**src/rtl/latch_sampler.sv**
```systemverilog
// Brings a D-latch bank's q/en into the clk domain, waits for close + settle, then offers the frozen value on valid/ready.
// Optional define LATCH_SAMPLER_PARITY_EN adds out_par (even-parity bit of the captured value).
module latch_sampler #(
  parameter int unsigned WIDTH         = 8,
  parameter int unsigned SYNC_STAGES   = 2,
  parameter int unsigned SETTLE_CYCLES = 4
) (
  input  logic             clk,
  input  logic             rstn,
  input  logic [WIDTH-1:0] lat_q,
  input  logic             lat_en,
  output logic [WIDTH-1:0] out_data,
  output logic             out_valid,
  input  logic             out_ready,
  output logic             overrun,
  input  logic             overrun_clr,
  output logic             busy
`ifdef LATCH_SAMPLER_PARITY_EN
  ,
  output logic             out_par
`endif
);

  typedef enum logic [1:0] {IDLE, SETTLE, HOLD} state_t;

  localparam logic [7:0] CNT_LAST = 8'(SETTLE_CYCLES - 1);

  state_t                 state;
  logic [7:0]             cnt;
  logic [WIDTH-1:0]       q_sync [SYNC_STAGES];
  logic [SYNC_STAGES-1:0] en_sync;
  logic                   en_s_d;
  logic [WIDTH-1:0]       q_s;
  logic                   en_s;
  logic                   close;
  logic                   transfer;

  assign q_s      = q_sync[SYNC_STAGES-1];
  assign en_s     = en_sync[SYNC_STAGES-1];
  assign close    = en_s_d & ~en_s;
  assign transfer = out_valid & out_ready;
  assign busy     = (state != IDLE);

  always_ff @(posedge clk) begin
    if (!rstn) begin
      for (int unsigned i = 0; i < SYNC_STAGES; i++) q_sync[i] <= '0;
      en_sync <= '0;
      en_s_d  <= 1'b0;
    end else begin
      q_sync[0] <= lat_q;
      for (int unsigned i = 1; i < SYNC_STAGES; i++) q_sync[i] <= q_sync[i-1];
      en_sync <= {en_sync[SYNC_STAGES-2:0], lat_en};
      en_s_d  <= en_s;
    end
  end

  always_ff @(posedge clk) begin
    if (!rstn) begin
      state     <= IDLE;
      cnt       <= '0;
      out_data  <= '0;
      out_valid <= 1'b0;
      overrun   <= 1'b0;
`ifdef LATCH_SAMPLER_PARITY_EN
      out_par   <= 1'b0;
`endif
    end else begin
      case (state)
        IDLE: begin
          if (close) begin
            state <= SETTLE;
            cnt   <= '0;
          end
        end
        SETTLE: begin
          cnt <= cnt + 8'd1;
          // Re-opening the latch aborts silently; it takes priority over capture.
          if (en_s) begin
            state <= IDLE;
          end else if (cnt == CNT_LAST) begin
            out_data  <= q_s;
            out_valid <= 1'b1;
`ifdef LATCH_SAMPLER_PARITY_EN
            out_par   <= ^q_s;
`endif
            state     <= HOLD;
          end
        end
        HOLD: begin
          if (transfer) begin
            out_valid <= 1'b0;
            if (close) begin
              state <= SETTLE;
              cnt   <= '0;
            end else begin
              state <= IDLE;
            end
          end
        end
        default: state <= IDLE;
      endcase

      // A dropped close sets overrun even if a clear arrives in the same cycle.
      if (state == HOLD && close && !transfer) overrun <= 1'b1;
      else if (overrun_clr)                     overrun <= 1'b0;
    end
  end

endmodule

```
**config.mk**
```make
export PLATFORM = sky130hd
export DESIGN_NAME = latch_sampler
export DESIGN_NICKNAME = d
export VERILOG_FILES = /design/src/rtl/latch_sampler.sv
export SDC_FILE = /design/constraint.sdc
export NUM_CORES = 1
export LEC_CHECK = 0
export CELL_PAD_IN_SITES_DETAIL_PLACEMENT = 0
export CELL_PAD_IN_SITES_GLOBAL_PLACEMENT = 1
export CORE_AREA = 2 2 61 63
export DETAILED_ROUTE_END_ITERATION = 10
export DIE_AREA = 0 0 63 65
export GPL_ROUTABILITY_DRIVEN = 0
export PLACE_DENSITY = 0.79
export RECOVER_POWER = 100
export SKIP_CTS_REPAIR_TIMING = 1
export SLEW_MARGIN = 20
export SYNTH_ARGS = -nofsm -noshare
export SYNTH_HDL_FRONTEND = slang
export SYNTH_SLANG_ARGS = --single-unit
```
**constraint.sdc**
```tcl
create_clock -name clk -period 2.3 [get_ports clk]
set_input_delay 0.345 -clock clk [delete_from_list [all_inputs] [get_ports clk]]
set_output_delay 0.345 -clock clk [all_outputs]
set_load 0.005 [all_outputs]
```
==> summary.md <==
| Metric | Value |
|---|---|
| Hold Path Class | `reg2reg` |
| Setup TNS | `0 ns` |
| Fin. Hold Viols | `0` |
| CTS tree | `done` |
| Number of flops mapped to enable cells by yosys | `0` |
| Total gr overflow | `0` |
| Maximum capacitance violations | `0` |
| Most frequent cell after synthesis | `dfxtp_1` |
| # port buffers | `23` |
| Die Ht | `65 um` |
| Post-synth top cells | `dfxtp_1, and2_1, nor2b_1` |
| WP data required | `1.96 ns` |
| Total track usage | `0.140` |
| Count of final setup violators | `0` |
| Synth top area share | `0.543` |
| DRT antenna net count | `0` |
| Clock Latency Late Sink | `0.33 ns` |
| DP HPWL | `1730 um` |
| Placed insts | `205` |
| Sequential share of the synthesized area | `0.543` |
| Final WL | `2380 um` |
| Number of global-route vias before repair | `a little under 1000` |
| Routed WL per cell | `11.2 um` |
| Hold WS | `between 0.4 and 0.5 ns` |
| Synth top area cells | `dfxtp_1, and2_1, mux2i_1` |
| Cells along the critical path | `or2_2 > dlygate4sd3_1` |
| Clk_skew | `~0.0095 ns` |
| Worst slew margin | `0.529` |
| Max VDD drop | `around 430 uV` |
| Post-synthesis average cell area | `roughly 10 um^2` |
| Synthesized flop and latch total | `39` |
| Core Footprint | `3500 um^2` |
| CTS max path bufs | `2` |
| Final #Nets | `between 150 and 200` |
| Routed via count | `997` |
| Sink Count | `39` |
| TritonCTS buffer count | `5` |
| Buf/Inv on CP | `1` |
| Syn-to-layout area delta | `21.1%` |
| DRT Pass-1 Iters | `4` |
| CTS Root Cell | `clkbuf_4` |
| Largest net degree at the start of global routing | `26` |
| Fillers | `355` |
| Via density | `around 4.7` |
| Run status | `finished clean` |
| Share of layout cells above drive strength 1 | `0.0727` |
| FP Rows | `22` |
| Leak Pwr | `~0.0007 uW` |
| Clock slew at reported path FFs | `0.12 ns` |
| Layout Cells excl Fill | `213` |
| Slowest cell delay on critical path | `about 0.57 ns` |
| Syn Inst Count | `137` |
| Minimum clock period | `between 1.5 and 2 ns` |
| Worst Tran Pin Value | `about 0.71 ns` |
| Ant. Diodes | `0` |
| Post-synthesis async set-or-reset flop share | `0` |
| Number of H-tree levels | `2` |
| Crit share post-route | `0.859` |
| Initial antenna violation count | `0` |
| Yosys warnings | `0` |
| CP Launch Type | `flip-flop` |
| Prevailing post-synth register cell | `dfxtp_1` |
| Slew Viols, Final | `0` |
| Power per cell area | `a little over 600 nW/um^2` |
| Unrepaired setup endpoints after global routing | `no` |
| Top delay family on crit path | `buffers and inverters` |
| Worst EP arrival | `around 1.6 ns` |
| Synth Cell Area | `1440 um^2` |
| Max frequency | `506 MHz` |
| Core Util, Final | `0.498` |
| Kind of critical path | `reg2out` |
| Die X | `63 um` |
| Cell variety after synth | `32` |
| 1st-iter DRT viols | `between 50 and 60` |
| Crit path max fanout | `10` |
| Num ports | `24` |
| CP max stage cell | `dlygate4sd3_1` |
| Initial Utilization | `0.411` |
| Net count after synthesis | `about 150` |
| # DRC | `0` |
| CP endpoint kind | `primary output` |
| First-pass GRT wire length | `4300 um` |
| Die Footprint | `about 4100 um^2` |
| Cell taking the most area after synthesis | `dfxtp_1` |
-- registers in the layout (all words and copies together), names as in the netlist --
register,count
cnt,8
en_s_d,1
en_sync,2
out_data,8
out_valid,1
overrun,1
q_sync,16
state,2
-- final cells by class --
| cell class | count | area [um^2] | share of cell area |
|---|---|---|---|
| Clock inverter | 2 | 12.5 | 0.00718 |
| Clock buffer | 6 | 41.3 | 0.0237 |
| Timing Repair Buffer | 25 | 238 | 0.136 |
| Sequential cell | 39 | 781 | 0.448 |
| Multi-Input combinational cell | 90 | 598 | 0.343 |
| Inverter | 3 | 11.3 | 0.00647 |
| Tap cell | 48 | 60.1 | 0.0345 |
-- power by group --
part	leakage, uW	switching (uW)	internal [uW]
sequential	0.000318	5.25	691
clock	0.0000282	212	118
combinational	0.000366	17.9	32.4
total	0.000712	235	842
-- placed cells by master (no fill, tap or decap), types with 3 or more instances in the layout --
cell             count
clkbuf_1             3
and2_1              10
o21ai_0              4
a21oi_1              4
clkbuf_4             5
dlygate4sd3_1       12
dfxtp_1             39
a21boi_0             4
and2_0              10
nand3_1              3
inv_1                3
mux2i_1              8
nand2_1              9
clkdlybuf4s50_1     11
nor2b_1             10
or3_1                4
-- through the flow --
stage / setup WS (ns) / total power (uW) / instance area (um^2)
finish: 0.324 / 1080 / 1740
global route: 0.214 / 1140 / 1740
CTS: 0.393 / 1100 / 1770
detailed placement: 0.384 / 766 / 1720
global placement: 0.416 / 765 / 1720
floorplan: 0.868 / 738 / 1440
-- kinds of logic (layout without fill, tap and decap cells) --
logic type / Yosys count / in the layout / synth area share
AO/OA/AOI/OAI: 19 / 19 / 0.104
buffers and inverters: 8 / 36 / 0.0270
multiplexers: 9 / 9 / 0.0635
XOR/XNOR: 1 / 1 / 0.00609
AND/OR/NAND/NOR: 60 / 60 / 0.247
flip-flops: 39 / 39 / 0.543
adder cells (fa/ha/maj): 1 / 1 / 0.00870
-- final timing paths --
check                                             start                  endpoint  slack [ns]  depth (start not counted)
worst min register to register  q_sync[0][1]$_SDFF_PN0_   q_sync[1][1]$_SDFF_PN0_        0.43                          1
worst max-delay path              state[0]$_SDFFE_PN0P_                      busy        0.32                          2
worst max register to register      cnt[0]$_SDFFE_PN0P_  out_data[3]$_SDFFE_PN0P_        0.44                          6
worst min-delay path            q_sync[0][1]$_SDFF_PN0_   q_sync[1][1]$_SDFF_PN0_        0.43                          1
-- routing by layer --
metal / track usage / routed length [um] / share of wire
met1: 0.157 / 1070 / 0.45
met2: 0.219 / 1150 / 0.48
met3: 0.0660 / 120 / 0.050
met4: 0.0750 / 38 / 0.016
met5: 0 / 0 / 0
Power figures use the tool's default switching activity.
